--- src/rtl/mem_req_master_if.sv ---
//------------------------------------------------------------------------------
// Module   : mem_req_master_if
// Brief    : Core command/response and data_mem request/response bundle.
// Revision : 1.0
//------------------------------------------------------------------------------
`timescale 1ns/1ps
`default_nettype none

interface mem_req_master_if #(
  parameter int addr_width_p = 12
);
  logic                    cmd_valid_i;
  logic                    cmd_ready_o;
  logic                    cmd_wen_i;
  logic                    cmd_byte_i;
  logic                    cmd_signed_i;
  logic [addr_width_p-1:0] cmd_addr_i;
  logic [31:0]             cmd_wdata_i;
  logic                    resp_valid_o;
  logic [31:0]             resp_data_o;
  logic                    err_misalign_o;
  logic                    err_timeout_o;
  // mem_in_s  = {valid, wen, byte_not_word, write_data[31:0], yumi}  (36 bits)
  // mem_out_s = {valid, yumi, read_data[31:0]}                        (34 bits)
  logic [35:0]             port_flat_o;
  logic [addr_width_p-1:0] addr_o;
  logic [33:0]             port_flat_i;

  modport master (
    input  cmd_valid_i, cmd_wen_i, cmd_byte_i, cmd_signed_i, cmd_addr_i, cmd_wdata_i,
    input  port_flat_i,
    output cmd_ready_o, resp_valid_o, resp_data_o, err_misalign_o, err_timeout_o,
    output port_flat_o, addr_o
  );

  modport slave (
    output cmd_valid_i, cmd_wen_i, cmd_byte_i, cmd_signed_i, cmd_addr_i, cmd_wdata_i,
    output port_flat_i,
    input  cmd_ready_o, resp_valid_o, resp_data_o, err_misalign_o, err_timeout_o,
    input  port_flat_o, addr_o
  );
endinterface

`default_nettype wire

--- src/rtl/mem_req_master.sv ---
//------------------------------------------------------------------------------
// Module   : mem_req_master
// Brief    : Single-outstanding load/store initiator for the data_mem valid/yumi
//            handshake with byte sign-extension, misalign rejection and timeout.
// Revision : 1.0
//------------------------------------------------------------------------------
`timescale 1ns/1ps
`default_nettype none

module mem_req_master #(
  parameter int addr_width_p = 12,
  parameter int timeout_p    = 64
) (
  input  logic                  clk,
  input  logic                  reset,
  mem_req_master_if.master      bus
);

  localparam int                 c_cnt_w    = (timeout_p > 2) ? $clog2(timeout_p) : 1;
  localparam logic [c_cnt_w-1:0] c_cnt_last = c_cnt_w'(timeout_p - 1);

  typedef enum logic [1:0] {
    S_IDLE     = 2'd0,
    S_ISSUE    = 2'd1,
    S_WAIT_RSP = 2'd2,
    S_DONE     = 2'd3
  } state_t;

  state_t                  state_q;
  logic                    wen_q;
  logic                    byte_q;
  logic                    signed_q;
  logic [addr_width_p-1:0] addr_q;
  logic [31:0]             wdata_q;
  logic [c_cnt_w-1:0]      cnt_q;
  logic                    resp_valid_q;
  logic [31:0]             resp_data_q;
  logic                    misalign_q;
  logic                    timeout_q;

  logic                    mem_valid_d;
  logic                    mem_yumi_d;
  logic [31:0]             mem_rdata_d;
  logic                    req_yumi_d;
  logic [31:0]             load_data_d;

  assign mem_valid_d = bus.port_flat_i[33];
  assign mem_yumi_d  = bus.port_flat_i[32];
  assign mem_rdata_d = bus.port_flat_i[31:0];

  // Response acceptance must be same-cycle, so it is the one combinational output.
  assign req_yumi_d  = (state_q == S_WAIT_RSP) && mem_valid_d;
  assign load_data_d = byte_q ? {{24{signed_q & mem_rdata_d[7]}}, mem_rdata_d[7:0]}
                              : mem_rdata_d;

  always_ff @(posedge clk) begin
    if (reset) begin
      state_q      <= S_IDLE;
      wen_q        <= 1'b0;
      byte_q       <= 1'b0;
      signed_q     <= 1'b0;
      addr_q       <= '0;
      wdata_q      <= '0;
      cnt_q        <= '0;
      resp_valid_q <= 1'b0;
      resp_data_q  <= '0;
      misalign_q   <= 1'b0;
      timeout_q    <= 1'b0;
    end else begin
      case (state_q)
        S_IDLE: begin
          resp_valid_q <= 1'b0;
          misalign_q   <= 1'b0;
          if (bus.cmd_valid_i) begin
            wen_q    <= bus.cmd_wen_i;
            byte_q   <= bus.cmd_byte_i;
            signed_q <= bus.cmd_signed_i;
            addr_q   <= bus.cmd_addr_i;
            wdata_q  <= bus.cmd_wdata_i;
            if (!bus.cmd_byte_i && (bus.cmd_addr_i[1:0] != 2'b00)) begin
              state_q      <= S_DONE;
              resp_valid_q <= 1'b1;
              resp_data_q  <= '0;
              misalign_q   <= 1'b1;
            end else begin
              state_q <= S_ISSUE;
            end
          end
        end
        S_ISSUE: begin
          if (mem_yumi_d) begin
            state_q <= S_WAIT_RSP;
            cnt_q   <= '0;
          end
        end
        S_WAIT_RSP: begin
          if (mem_valid_d) begin
            state_q      <= S_DONE;
            resp_valid_q <= 1'b1;
            resp_data_q  <= wen_q ? 32'd0 : load_data_d;
          end else if (cnt_q == c_cnt_last) begin
            state_q      <= S_DONE;
            resp_valid_q <= 1'b1;
            resp_data_q  <= '0;
            timeout_q    <= 1'b1;
          end else begin
            cnt_q <= cnt_q + 1'b1;
          end
        end
        S_DONE: begin
          state_q      <= S_IDLE;
          resp_valid_q <= 1'b0;
          misalign_q   <= 1'b0;
        end
        default: state_q <= S_IDLE;
      endcase
    end
  end

  assign bus.cmd_ready_o    = (state_q == S_IDLE);
  assign bus.resp_valid_o   = resp_valid_q;
  assign bus.resp_data_o    = resp_data_q;
  assign bus.err_misalign_o = misalign_q;
  assign bus.err_timeout_o  = timeout_q;
  assign bus.port_flat_o    = {(state_q == S_ISSUE), wen_q, byte_q, wdata_q, req_yumi_d};
  assign bus.addr_o         = addr_q;

endmodule

`default_nettype wire
--- src/flat_wrapper.sv ---
// flat-port wrapper written by rule: the top's interface ports become plain ports
module mem_req_master_flat 
#(
  parameter int addr_width_p = 12,
  parameter int timeout_p    = 64
)
  (clk, reset, bus_cmd_valid_i, bus_cmd_wen_i, bus_cmd_byte_i, bus_cmd_signed_i, bus_cmd_addr_i, bus_cmd_wdata_i, bus_port_flat_i, bus_cmd_ready_o, bus_resp_valid_o, bus_resp_data_o, bus_err_misalign_o, bus_err_timeout_o, bus_port_flat_o, bus_addr_o);
  mem_req_master_if #(.addr_width_p(addr_width_p)) bus_i ();
  input  logic clk;
  input  logic reset;
  input wire logic [$bits(bus_i.cmd_valid_i)-1:0] bus_cmd_valid_i;
  input wire logic [$bits(bus_i.cmd_wen_i)-1:0] bus_cmd_wen_i;
  input wire logic [$bits(bus_i.cmd_byte_i)-1:0] bus_cmd_byte_i;
  input wire logic [$bits(bus_i.cmd_signed_i)-1:0] bus_cmd_signed_i;
  input wire logic [$bits(bus_i.cmd_addr_i)-1:0] bus_cmd_addr_i;
  input wire logic [$bits(bus_i.cmd_wdata_i)-1:0] bus_cmd_wdata_i;
  input wire logic [$bits(bus_i.port_flat_i)-1:0] bus_port_flat_i;
  output wire logic [$bits(bus_i.cmd_ready_o)-1:0] bus_cmd_ready_o;
  output wire logic [$bits(bus_i.resp_valid_o)-1:0] bus_resp_valid_o;
  output wire logic [$bits(bus_i.resp_data_o)-1:0] bus_resp_data_o;
  output wire logic [$bits(bus_i.err_misalign_o)-1:0] bus_err_misalign_o;
  output wire logic [$bits(bus_i.err_timeout_o)-1:0] bus_err_timeout_o;
  output wire logic [$bits(bus_i.port_flat_o)-1:0] bus_port_flat_o;
  output wire logic [$bits(bus_i.addr_o)-1:0] bus_addr_o;
  assign bus_i.cmd_valid_i = bus_cmd_valid_i;
  assign bus_i.cmd_wen_i = bus_cmd_wen_i;
  assign bus_i.cmd_byte_i = bus_cmd_byte_i;
  assign bus_i.cmd_signed_i = bus_cmd_signed_i;
  assign bus_i.cmd_addr_i = bus_cmd_addr_i;
  assign bus_i.cmd_wdata_i = bus_cmd_wdata_i;
  assign bus_i.port_flat_i = bus_port_flat_i;
  assign bus_cmd_ready_o = bus_i.cmd_ready_o;
  assign bus_resp_valid_o = bus_i.resp_valid_o;
  assign bus_resp_data_o = bus_i.resp_data_o;
  assign bus_err_misalign_o = bus_i.err_misalign_o;
  assign bus_err_timeout_o = bus_i.err_timeout_o;
  assign bus_port_flat_o = bus_i.port_flat_o;
  assign bus_addr_o = bus_i.addr_o;
  mem_req_master #(.addr_width_p(addr_width_p), .timeout_p(timeout_p)) u_core (.clk(clk), .reset(reset), .bus(bus_i));
endmodule
--- config.mk ---
export PLATFORM = sky130hd
export DESIGN_NAME = mem_req_master_flat
export DESIGN_NICKNAME = d
export VERILOG_FILES = /design/src/rtl/mem_req_master_if.sv /design/src/rtl/mem_req_master.sv /design/src/flat_wrapper.sv
export SDC_FILE = /design/constraint.sdc
export NUM_CORES = 1
export LEC_CHECK = 0
export ABC_AREA = 0
export CORE_UTILIZATION = 56
export CTS_CLUSTER_DIAMETER = 120
export DETAILED_ROUTE_END_ITERATION = 10
export DONT_BUFFER_PORTS = 1
export HOLD_SLACK_MARGIN = 0.1
export PLACE_DENSITY_LB_ADDON = 0.08
export REMOVE_ABC_BUFFERS = 1
export SLEW_MARGIN = 25
export SYNTH_ARGS = -nofsm -noshare
export SYNTH_HDL_FRONTEND = slang
export SYNTH_SLANG_ARGS = --single-unit
--- constraint.sdc ---
create_clock -name clk -period 1.9 [get_ports clk]
set_input_delay 0.38 -clock clk [delete_from_list [all_inputs] [get_ports clk]]
set_output_delay 0.38 -clock clk [all_outputs]
set_load 0.01 [all_outputs]
Word level (Yosys, flattened, before mapping)
Index checks and enable logic that the tools add are counted.
- equal/unequal tests: 10
- reduce and logical (&&, ||, !) cells: 15
- muxes and demuxes: 23
- bitwise operators: 2
- add/subtract/negate cells: 1
- operators with widths (kind ; number):
    two-way mux 32 bit ; 6
    one-hot mux 32 bit (2 select lines) ; 1
    two-way mux 6 bit ; 3
    one-hot mux 6 bit (2 select lines) ; 1
    two-way mux 2 bit ; 5
    != test 2 bit (second input constant) ; 4
    one-hot mux 2 bit (4 select lines) ; 1
    AND reduction 4 bit ; 2
    nonzero test 2 bit ; 4
    adder 6 x 1 -> 6 bit (second input constant) ; 1
    == test 6 bit (second input constant) ; 1
    AND reduction 3 bit ; 2
    == test 2 bit (second input constant) ; 2
    two-way mux 1 bit ; 4
    AND reduction 2 bit ; 2
    != test 3 bit (second input constant) ; 1
    one-hot mux 1 bit (3 select lines) ; 1
    nonzero test 3 bit ; 1
    == test 2 x 1 -> 1 bit (second input constant) ; 1
    logical AND 1 bit ; 2
    zero test 2 bit ; 1
    != test 2 x 1 -> 1 bit (second input constant) ; 1
    one-hot mux 1 bit (2 select lines) ; 1
    bitwise AND 1 bit ; 1
    2 further kinds ; 2
- output and inout port bits: 84
- register bits after elaboration: 90
- word-level logic and storage cells: 62
- bits of input ports: 84

Longest topological paths before layout
- depth in word-level cells: 5
- mapped depth: 8
- gate-level depth less buffers: 6

Least setup slack after synthesis
No wires, ideal clock.
- path type: reg2reg
- start point: register u_core.state_q[0]
- end point: register u_core.resp_data_q[23] (netlist: u_core.bus.resp_data_o[23])
- buffers on the path: 2
- data required time: 1.778 ns
- library setup time: 0.122 ns
- cell stages (with the launch flop): 9
- slack: 0.107 ns
- period minus slack after synthesis: 1.793 ns
- arrival time: 1.672 ns
- cells stage by stage: dfxtp_1 -> inv_1 -> ha_1 -> and2b_1 -> o21a_4 -> a211o_1 -> buf_6 -> buf_12 -> mux2i_1
- cells in the longest elaborated chain, start to end: 3
- elaborated cells on any way between the ends: 8
- classes of those cells: 4 x eq/ne; 1 x mux; 3 x reduce/logical
- ends and longest elaborated chain (what ; line ; text):
    start: declaration ; mem_req_master.sv:29 ; state_t state_q;
    start signal: assignment ; mem_req_master.sv:58 ; state_q <= S_IDLE;
    start signal: assignment ; mem_req_master.sv:81 ; state_q <= S_DONE;
    start signal: assignment ; mem_req_master.sv:86 ; state_q <= S_ISSUE;
    == test 2 bit / zero test 2 bit (equally long branches) ; mem_req_master.sv:70 ; case (state_q)
    != test 3 bit (no line), or another cell as far along ; -- ;
    AND reduction 4 bit (no line) ; -- ;
    end signal: assignment ; mem_req_master.sv:100 ; resp_data_q <= wen_q ? 32'd0 : load_data_d;
    end: declaration ; mem_req_master.sv:37 ; logic [31:0] resp_data_q;
Several ways; a longest one is shown, not always the timed one.
A chain may end at the register's enable or synchronous reset.

Worst setup path after layout
- start point: register u_core.state_q[0]
- end point: register u_core.resp_data_q[1] (netlist: u_core.bus.resp_data_o[1])
The elaborated chain is that of the path after synthesis.

==> impl_metrics.csv <==
group,metric,value,unit
outcome,result_of_the_run,"completed",
setup_path,arrival,2.01,ns
die,floorplan.die.height,83.0,µm
clock_network,post-cts-setup-buffer-count,0,
cells_and_area,finalInstanceArea,3980,µm²
cells_and_area,num-fill-cells,562,
timing,clock_skew,0.0146,ns
timing,tightestPinTransition,0.522,ns
timing,finalSetupTns,0,ns
die,io-pin-count,168,
logic_synthesis,syn_inst,433,
logic_synthesis,yosysWarnings,0,
setup_path,setup.worst_path.class,"register to register",
global_route,global_route.usage.total,23.5,%
logic_synthesis,netlist_area,3670,µm²
clock_network,clkSinkCount,90,
logic_synthesis,synth.yosys.seq_area_share,49.1,%
timing,achievable-frequency,558,MHz
cells_and_area,layout.nets,518,
setup_path,worst_setup_path_start_kind,"register",
timing,min_period_over_period,94.3,%
setup_path,critPathMaxFanout,32,
routing,drc,0,
place,detailed_place.area,3710,µm²
clock_network,tritoncts,"built",
global_route,grt_antenna_before_repair,0,
logic_synthesis,syn-mean-instance-area,8.48,µm²
clock_network,cts_buffer_depth,2,
routing,wire_per_inst,15.7,µm
setup_path,worst_r2r_path_depth,7,
setup_path,timing.critical_path.required,2.12,ns
logic_synthesis,yosys.cell_types.count,37,
place,detailed_place_hpwl,5.46,mm
routing,routed-via-count,2815,
min_path,timing.hold.worst_path_depth,2,
cells_and_area,post_route_cells_drive_above_1_share,9.91,%
job,maxCapViolCount,0,
power,power.density,1410,nW/µm²
place,numPortBuffers,0,
routing,initialDrtViolationCount,131,
timing,final.min_clock_period,1.79,ns
timing,setup_viol,0,
logic_synthesis,ys_top_cells_by_area,"sky130_fd_sc_hd__dfxtp_1 (49%), sky130_fd_sc_hd__nand2_1 (15%), sky130_fd_sc_hd__mux2i_1 (9.8%), sky130_fd_sc_hd__a21oi_1 (7.2%), sky130_fd_sc_hd__o21ai_0 (4.1%)",
logic_synthesis,ys_async_sr_fraction,0,%
timing,final-max-slew-violation-count,0,
logic_synthesis,yosysTopAreaCellShare,49.1,%
global_route,gr-total-overflow,0,
timing,hold_slack,0.152,ns
logic_synthesis,synth_commonest_cells,"sky130_fd_sc_hd__nand2_1 (143), sky130_fd_sc_hd__dfxtp_1 (90), sky130_fd_sc_hd__a21oi_1 (53), sky130_fd_sc_hd__mux2i_1 (36), sky130_fd_sc_hd__o21ai_0 (30)",
clock_network,clockRootBuffer,"sky130_fd_sc_hd__clkbuf_8",
logic_synthesis,ys_ff_latch,90,
routing,firstDrtPassIters,4,
routing,wl,8.00,mm
setup_path,worstSetupEndpointType,"register",
die,fp.dieArea,6880,µm²
clock_network,path_clk_slew,0.09,ns
die,core_area,6350,µm²
clock_network,tritoncts.num_buffers,9,
power,worst_ir_drop_vdd,951,µV
die,placement_rows,29,
routing,post_drt_antenna_nets,0,
timing,final-hold-violation-count,0,
global_route,grt_pass1_wl,13.1,mm
cells_and_area,multi_input_area,1670,µm²
logic_synthesis,synth_enable_flop_cells,0,
routing,via_per_inst,5.51,
clock_network,h-tree-depth,3,
logic_synthesis,most_common_cell_in_the_netlist,"sky130_fd_sc_hd__nand2_1",
clock_network,worst_skew_pair.late_latency,0.35,ns
logic_synthesis,synth_area_leader_cell,"sky130_fd_sc_hd__dfxtp_1",
die,start_util,57.8,%
logic_synthesis,postSynth.topFlopCell,"sky130_fd_sc_hd__dfxtp_1",
global_route,grt_max_degree,52,
timing,maxSlewHeadroom,65.2,%
setup_path,reg2reg_slack,0.11,ns
place,routabilityCongestion,0.811,
cells_and_area,antenna-diode-count,0,
die,chipWidth,83.0,µm
timing,setup_repair_after_global_routing_missed_its_margin,"no",
min_path,min_path_type,"input pin to register",
global_route,first_global_vias,2857,
cells_and_area,seq_area,1800,µm²
power,static-leakage-power,1.57,nW
cells_and_area,syn2layout_area_growth,8.32,%
stage by stage:
step | setup slack, ns | total power, mW | utilization (%) | instances
final | 0.108 | 5.61 | 62.6 | 511
after global routing | 0.0210 | 5.95 | 62.6 | 511
after CTS | 0.0180 | 5.66 | 62.3 | 510
after detailed placement | 0.0251 | 4.20 | 58.4 | 493
after global placement | 0.0956 | 4.16 | 58.4 | 493
after floorplan | -0.400 | 3.69 | - | 402
placed cells by master (no fill, tap or decap), types with 2 or more instances in the layout:
cell type,instances
sky130_fd_sc_hd__a21oi_1,53
sky130_fd_sc_hd__and2_1,2
sky130_fd_sc_hd__buf_12,3
sky130_fd_sc_hd__buf_4,12
sky130_fd_sc_hd__bufinv_16,2
sky130_fd_sc_hd__clkbuf_8,10
sky130_fd_sc_hd__dfxtp_1,89
sky130_fd_sc_hd__ha_1,3
sky130_fd_sc_hd__ha_2,2
sky130_fd_sc_hd__inv_1,6
sky130_fd_sc_hd__mux2i_1,36
sky130_fd_sc_hd__nand2_1,143
sky130_fd_sc_hd__nand2b_1,4
sky130_fd_sc_hd__nor2_1,4
sky130_fd_sc_hd__nor2b_1,2
sky130_fd_sc_hd__nor3_1,2
sky130_fd_sc_hd__o21a_1,3
sky130_fd_sc_hd__o21ai_0,30
sky130_fd_sc_hd__o21ai_1,2
sky130_fd_sc_hd__or3_1,2
metal layers:
layer	track usage, %	up-vias	share of wire, %
li1	-	1425	-
met1	26.1	1262	40
met5	0	-	0
met2	39.7	118	49
met4	9.09	0	1.5
met3	10.0	10	9.6
critical path, stage by stage (launching register included):
cell	delay, ns
sky130_fd_sc_hd__dfxtp_2	0.37
sky130_fd_sc_hd__inv_1	0.07
sky130_fd_sc_hd__ha_2	0.21
sky130_fd_sc_hd__and2b_1	0.18
sky130_fd_sc_hd__o21a_4	0.14
sky130_fd_sc_hd__a211o_2	0.33
sky130_fd_sc_hd__buf_12	0.19
sky130_fd_sc_hd__mux2i_1	0.14
state kept, by name (all words and copies together) (netlist names), 2 cells and up:
signal and cells:
u_core.state_q 2, u_core.wdata_q 32, u_core.bus.resp_data_o 32, u_core.cnt_q 6, u_core.bus.addr_o 12
power by group:
group | switching, mW | internal [mW]
Sequential | 0.290 | 2.14
Clock | 0.666 | 0.785
Combinational | 0.988 | 0.742
Total | 1.94 | 3.67
cell families (layout without fill, tap and decap cells):
kind of cell | after synthesis | count (layout) | synth area share [%]
AOI/OAI and AO/OA | 97 | 97 | 14.6
adders and majority gates | 5 | 5 | 1.70
buffers and inverters | 37 | 38 | 5.73
DFF | 90 | 90 | 49.1
muxes | 37 | 37 | 10.1
and+or+nand+nor | 167 | 167 | 18.7
final timing paths:
kind / start / endpoint
setup reg to reg: u_core.state_q[0]$_SDFFE_PP0P_ / u_core.bus.resp_data_o[1]$_SDFFE_PP0P_
hold reg to reg: u_core.signed_q$_SDFFE_PP0P_ / u_core.signed_q$_SDFFE_PP0P_
setup / recovery: u_core.state_q[0]$_SDFFE_PP0P_ / u_core.bus.resp_data_o[1]$_SDFFE_PP0P_
hold / removal: bus_cmd_addr_i[7] / u_core.bus.addr_o[7]$_SDFFE_PP0P_
cell type report:
| cell class | instances | area share (%) |
|---|---|---|
| Sequential cell | 90 | 45.4 |
| Inverter | 6 | 0.567 |
| Multi-Input combinational cell | 306 | 41.9 |
| Clock buffer | 11 | 3.56 |
| Clock inverter | 5 | 2.14 |
| Tap cell | 77 | 2.42 |
| Timing Repair Buffer | 16 | 4.03 |
timing repair:
action | CTS | global route
hold buffers | 1 | 1
endpoints found under the setup margin | 0 | 36
resized for setup | 0 | 4
endpoints found under the hold margin | 51 | 1
No activity file was read; power rests on OpenSTA's default activity.
